## config.mk

```make
export PLATFORM = sky130hd
export DESIGN_NAME = transmission_scheduler
export DESIGN_NICKNAME = d
export VERILOG_FILES = /design/src/rtl/transmission_sched_pkg.sv /design/src/rtl/transmission_scheduler_down_counter.sv /design/src/rtl/transmission_scheduler.sv
export SDC_FILE = /design/constraint.sdc
export NUM_CORES = 1
export LEC_CHECK = 0
export CAP_MARGIN = 25
export CORE_MARGIN = 2
export CORE_UTILIZATION = 45
export CTS_CLUSTER_DIAMETER = 60
export DETAILED_ROUTE_END_ITERATION = 12
export DONT_BUFFER_PORTS = 1
export MAX_ROUTING_LAYER = met4
export PLACE_DENSITY_LB_ADDON = 0.08
export SLEW_MARGIN = 20
export SYNTH_ARGS = -nofsm -noshare
export SYNTH_HDL_FRONTEND = slang
export SYNTH_SLANG_ARGS = --single-unit
```

## constraint.sdc

```tcl
create_clock -name clk_in -period 7.7 [get_ports clk_in]
set_input_delay 0.385 -clock clk_in [delete_from_list [all_inputs] [get_ports clk_in]]
set_output_delay 0.385 -clock clk_in [all_outputs]
set_load 0.02 [all_outputs]
```

## src/rtl/transmission_sched_pkg.sv

```systemverilog
// Shared types and defaults for the transmission scheduler.
// Holds the FSM state encoding, the default field width and a saturating increment helper.
package transmission_sched_pkg;

  localparam int CNT_W_DEF = 16;

  typedef enum logic [1:0] {
    IDLE  = 2'd0,
    BURST = 2'd1,
    GAP   = 2'd2
  } sched_state_e;

  function automatic logic [31:0] sat_inc(
    input logic [31:0] v
  );
    return (&v) ? v : v + 32'd1;
  endfunction

endpackage

```

## src/rtl/transmission_scheduler_down_counter.sv

```systemverilog
// sched_down_counter: loadable down counter that holds at zero.
// Ports: clk_in, rst_n_in, load/load_val, dec, count, zero.
module sched_down_counter #(
  parameter int W = 16
) (
  input  logic         clk_in,
  input  logic         rst_n_in,
  input  logic         load,
  input  logic [W-1:0] load_val,
  input  logic         dec,
  output logic [W-1:0] count,
  output logic         zero
);

  always_ff @(posedge clk_in or negedge rst_n_in) begin
    if (!rst_n_in) begin
      count <= '0;
    end else if (load) begin
      count <= load_val;
    end else if (dec && !zero) begin
      count <= count - W'(1);
    end
  end

  assign zero = (count == '0);

endmodule

```

## src/rtl/transmission_scheduler.sv

```systemverilog
// Burst/gap trigger scheduler with fifo backpressure and stop/abort.
// Ports: clk_in, rst_n_in, start_in, stop_in, burst_len_in, gap_len_in,
//   num_bursts_in, fifo_afull_in -> trigger_out, busy_out, done_out,
//   word_cnt_out, stall_cnt_out. Macro TRANSMISSION_SCHED_STATS_EN
//   enables the two statistics counters (tied to 0 otherwise).
module transmission_scheduler
  import transmission_sched_pkg::*;
#(
  parameter int CNT_W = CNT_W_DEF
) (
  input  logic             clk_in,
  input  logic             rst_n_in,
  input  logic             start_in,
  input  logic             stop_in,
  input  logic [CNT_W-1:0] burst_len_in,
  input  logic [CNT_W-1:0] gap_len_in,
  input  logic [CNT_W-1:0] num_bursts_in,
  input  logic             fifo_afull_in,
  output logic             trigger_out,
  output logic             busy_out,
  output logic             done_out,
  output logic [31:0]      word_cnt_out,
  output logic [31:0]      stall_cnt_out
);

  // Async assert, release synchronised to clk_in.
  logic [1:0] rst_sync;
  logic       rst_n;

  always_ff @(posedge clk_in or negedge rst_n_in) begin
    if (!rst_n_in) rst_sync <= '0;
    else           rst_sync <= {rst_sync[0], 1'b1};
  end

  assign rst_n = rst_sync[1];

  sched_state_e     state_q, state_d;
  logic [CNT_W-1:0] blen_q, glen_q;
  logic             cont_q;
  logic             trig_d, trig_q;
  logic             fin_d, fin_q, done_q;
  logic             accept, issue, stall;

  logic             rem_ld, rem_dec, rem_zero;
  logic [CNT_W-1:0] rem_val, rem_cnt;
  logic             gap_ld, gap_dec, gap_zero;
  logic [CNT_W-1:0] gap_cnt;
  logic             bc_ld, bc_dec, bc_zero;
  logic [CNT_W-1:0] bc_cnt;
  logic             more;

  // Counters hold "remaining minus one", so zero marks the final step.
  sched_down_counter #(.W(CNT_W)) u_rem (
    .clk_in   (clk_in),
    .rst_n_in (rst_n),
    .load     (rem_ld),
    .load_val (rem_val),
    .dec      (rem_dec),
    .count    (rem_cnt),
    .zero     (rem_zero)
  );

  sched_down_counter #(.W(CNT_W)) u_gap (
    .clk_in   (clk_in),
    .rst_n_in (rst_n),
    .load     (gap_ld),
    .load_val (glen_q - CNT_W'(1)),
    .dec      (gap_dec),
    .count    (gap_cnt),
    .zero     (gap_zero)
  );

  sched_down_counter #(.W(CNT_W)) u_bc (
    .clk_in   (clk_in),
    .rst_n_in (rst_n),
    .load     (bc_ld),
    .load_val (num_bursts_in - CNT_W'(1)),
    .dec      (bc_dec),
    .count    (bc_cnt),
    .zero     (bc_zero)
  );

  assign more = cont_q || !bc_zero;

  always_comb begin
    state_d = state_q;
    rem_ld  = 1'b0;
    rem_val = blen_q - CNT_W'(1);
    rem_dec = 1'b0;
    gap_ld  = 1'b0;
    gap_dec = 1'b0;
    bc_ld   = 1'b0;
    bc_dec  = 1'b0;
    trig_d  = 1'b0;
    fin_d   = 1'b0;
    accept  = 1'b0;
    issue   = 1'b0;
    stall   = 1'b0;
    unique case (state_q)
      IDLE: begin
        if (start_in && !stop_in &&
            burst_len_in != '0) begin
          accept  = 1'b1;
          state_d = BURST;
          rem_ld  = 1'b1;
          rem_val = burst_len_in - CNT_W'(1);
          bc_ld   = 1'b1;
        end
      end
      BURST: begin
        if (stop_in) begin
          state_d = IDLE;
          fin_d   = 1'b1;
        end else if (fifo_afull_in) begin
          stall = 1'b1;
        end else begin
          issue  = 1'b1;
          trig_d = 1'b1;
          if (!rem_zero) begin
            rem_dec = 1'b1;
          end else if (more) begin
            bc_dec = !cont_q;
            if (glen_q != '0) begin
              state_d = GAP;
              gap_ld  = 1'b1;
            end else begin
              rem_ld = 1'b1;
            end
          end else begin
            state_d = IDLE;
            fin_d   = 1'b1;
          end
        end
      end
      GAP: begin
        if (stop_in) begin
          state_d = IDLE;
          fin_d   = 1'b1;
        end else if (gap_zero) begin
          state_d = BURST;
          rem_ld  = 1'b1;
        end else begin
          gap_dec = 1'b1;
        end
      end
      default: state_d = IDLE;
    endcase
  end

  // done_out trails the end of the run by one cycle.
  always_ff @(posedge clk_in or negedge rst_n) begin
    if (!rst_n) begin
      state_q <= IDLE;
      blen_q  <= '0;
      glen_q  <= '0;
      cont_q  <= 1'b0;
      trig_q  <= 1'b0;
      fin_q   <= 1'b0;
      done_q  <= 1'b0;
    end else begin
      state_q <= state_d;
      trig_q  <= trig_d;
      fin_q   <= fin_d;
      done_q  <= fin_q;
      if (accept) begin
        blen_q <= burst_len_in;
        glen_q <= gap_len_in;
        cont_q <= (num_bursts_in == '0);
      end
    end
  end

  assign trigger_out = trig_q;
  assign busy_out    = (state_q != IDLE);
  assign done_out    = done_q;

`ifdef TRANSMISSION_SCHED_STATS_EN
  logic [31:0] word_q, stall_q;

  always_ff @(posedge clk_in or negedge rst_n) begin
    if (!rst_n) begin
      word_q  <= '0;
      stall_q <= '0;
    end else if (accept) begin
      word_q  <= '0;
      stall_q <= '0;
    end else begin
      if (issue) word_q  <= word_q + 32'd1;
      if (stall) stall_q <= sat_inc(stall_q);
    end
  end

  assign word_cnt_out  = word_q;
  assign stall_cnt_out = stall_q;
`else
  logic unused_stats;
  assign unused_stats  = issue ^ stall;
  assign word_cnt_out  = '0;
  assign stall_cnt_out = '0;
`endif

  logic unused_cnt;
  assign unused_cnt = ^{rem_cnt, gap_cnt, bc_cnt};

endmodule

```

==> impl_metrics.py <==
metrics = {
    "detailed_routing": {
        "firstDrtPassIters": 6,
        "ant_nets": 0,
        "drt_wl_total_um": 13900,
        "first_iter_violations": 255,
        "drc": 0,
        "post_drt_wl_per_cell_um": 15.4,
        "vias": 4796,
        "via_per_inst": 5.32,
    },
    "floorplan": {
        "die_y_um": 120,
        "initial_core_util_pct": 46.0,
        "die_area_um2": 14500,
        "row_count": 42,
        "die_width_um": 120,
        "io_pins": 120,
        "core_um2": 13200,
    },
    "sta": {
        "max_clock_freq_ghz": 0.230,
        "tns_ns": 0,
        "rsz0062_at_grt": "false",
        "slew-limit-headroom_pct": 45.2,
        "clock_skew_ns": 0.00818,
        "hold_viol": 0,
        "worst_slack_ns": 3.35,
        "timing.hold.ws_ns": 0.118,
        "fin_crit_ns": 4.35,
        "slew_violations": 0,
        "finalSetupViolCount": 0,
        "worst_pin_slew_ns": 0.814,
        "finalCritPeriodShare_pct": 56.5,
    },
    "grt": {
        "grt_pass1_vias": 4676,
        "antenna_found_initial": 0,
        "grt_start_max_net_pins": 75,
        "grt_pass1_wl_um": 22900,
        "grt-ovfl-total": 0,
        "track_usage_pct": 20.7,
    },
    "worst_setup_path": {
        "required_ns": 7.92,
        "path_max_fanout": 19,
        "critPathKind": "reg2reg",
        "crit_arrival_ns": 4.57,
        "worstSetupStartpointType": "flop",
        "endpoint_kind": "flop",
        "reg2reg_slack_ns": 3.35,
    },
    "final_layout": {
        "drive_gt1_share_pct": 5.52,
        "num_antenna_cells": 0,
        "final_core_util_pct": 48.0,
        "final_nets": 783,
        "area_delta_synth_final_pct": 4.42,
    },
    "synthesis": {
        "syn_area_per_cell_um2": 8.38,
        "ys_seq_elements": 88,
        "netlist_area_um2": 6090,
        "synthDistinctLibCells": 62,
        "yosysSeqAreaShare_pct": 36.2,
        "synthTopCellsByArea": "dfrtp_1, nand2_1, buf_4",
        "synth_top_area_share_pct": 36.2,
        "ys_warn_count": 0,
        "synthFlopType": "dfrtp_1",
        "yosys.area.top_type": "dfrtp_1",
        "async_flop_share_pct": 100,
        "netlist_instances": 726,
        "synth_edf_count": 0,
    },
    "clocking": {
        "cts.path.max_buffers": 2,
        "cts.sinks": 88,
        "cts_buffers": 9,
        "path_clk_slew_ns": 0.06,
        "cts_tree": "yes",
        "clock-root-buffer": "clkbuf_16",
        "clkLatencyLatePin_ns": 0.35,
        "h-tree-depth": 3,
    },
    "power_and_ir_drop": {
        "power.switching_uw": 839,
        "internal_power_mw": 1.27,
        "p_comb_share_pct": 34.8,
        "max-vdd-ir-drop_uv": 142,
        "clkPwrFrac_pct": 22.7,
        "netSwitchingFraction_pct": 39.8,
        "p_per_area_nw_per_um2": 332,
        "p_leak_nw": 2.69,
        "power_frac_seq_pct": 42.5,
        "total_power_mw": 2.11,
    },
    "hold_path": {
        "min-delay-path-class": "in2reg",
    },
    "flow_run": {
        "cap_violations": 0,
    },
    "placement": {
        "place_hpwl_um": 10100,
        "place_congestion": 0.851,
        "portBuffers": 0,
        "post-place-ws_ns": 3.32,
    },
    "outcome": {
        "status": "finished clean",
    },
}
-- worst paths after layout --
check,from,to,depth (start not counted)
worst max register to register,u_rem.count[0],u_gap.count[14],14
worst max-delay path,u_rem.count[0],u_gap.count[14],14
worst min register to register,rst_sync[1],glen_q[13],0
max in group asynchronous,rst_sync[1],u_bc.count[6],1
min in group asynchronous,rst_n_in,rst_sync[1],1
worst min-delay path,num_bursts_in[0],u_bc.count[0],1
-- registers in the layout, indices dropped and copies added, names as in the netlist --
signal       count
blen_q          16
glen_q          16
u_bc.count      16
u_gap.count     16
u_rem.count     16
rst_sync         2
state_q          2
cont_q           1
done_out         1
fin_q            1
trigger_out      1
-- cells by family after synthesis --
family | count (synthesis) | share of synthesized area [%]
AOI/OAI and AO/OA | 99 | 10.4
xor gates and xnor gates | 85 | 12.2
adders and majority gates | 10 | 2.06
buffers and inverters | 100 | 10.2
DFF | 88 | 36.2
muxes | 18 | 3.02
other | 2 | 0.123
and+or+nand+nor | 324 | 25.7
-- stage by stage --
stage	cells	instance area, um^2
after floorplan	789	6320
after global placement	883	6010
after detailed placement	883	6010
after CTS	900	6350
after global routing	901	6350
final	901	6350
-- critical path, stage by stage, from the launching register on --
cell	delay [ns]
dfrtp_1	0.43
inv_1	0.11
ha_1	0.19
or3b_2	0.50
nor4_4	0.38
nand2_1	0.15
nor3_4	0.59
mux2i_1	0.27
ha_1	0.24
nand2_1	0.10
or3_1	0.40
or3_1	0.36
nor4_1	0.24
xnor2_1	0.16
mux2i_1	0.08
-- cell usage after synthesis (3+ instances only) --
library cell / n
nand2b_1: 7
o211ai_1: 15
dfrtp_1: 88
or2_2: 4
o31a_1: 3
ha_1: 10
nand4_1: 8
a21oi_1: 23
clkbuf_1: 18
nor2_1: 54
inv_1: 14
or3_1: 11
or4_1: 12
nor2b_1: 3
and3_1: 5
xnor2_1: 47
nand3_1: 13
mux2i_1: 15
nand4b_1: 3
o2111ai_1: 3
nor3_1: 30
buf_2: 4
nor4_1: 17
xor2_1: 38
nor3b_1: 3
buf_4: 64
nand2_1: 140
o21ai_0: 35
-- timing repair --
item	4_1_cts	5_1_grt
setup endpoints to repair	0	0
hold buffers	1	0
hold endpoints to repair	2	0
buffers inserted	0	0
resized for setup	0	0
-- cell type report --
class / instances / area (um^2)
clock buffers: 11 / 243
repair buffers: 6 / 47.5
flip-flops and latches: 88 / 2210
fillers: 1325 / 6890
well taps: 176 / 220
clock inverters: 5 / 81.3
inverters: 14 / 52.6
multi-input cells: 601 / 3500
-- routing by layer --
layer  share of wire, %  routed length [um]  up-vias  track usage, %
li1                   -                   -     2365               -
met1                 46                6430     2301            26.0
met2                 47                6520      110            32.9
met3                5.1                 701       20            5.75
met4                1.6                 223        0            5.89
met5                  0                   0        -               -
-- power by group through the flow --
stage               combinational, mW  sequential (mW)  clock, mW
global placement                0.721            0.893          0
finish                          0.734            0.897      0.478
CTS                             0.740            0.895      0.490
detailed placement              0.736            0.900          0
global route                    0.839            0.932      0.511
floorplan                       0.630            0.840          0
-- cells in the final DEF, fill, tap and decap left out, types with 17 or more instances in the layout --
master,n
nor3_1,30
o21ai_0,35
nand2_1,140
nor4_1,17
conb_1,65
dfrtp_1,87
xnor2_1,47
a21oi_1,22
xor2_1,38
nor2_1,54
No activity file was read; power rests on OpenSTA's default activity.
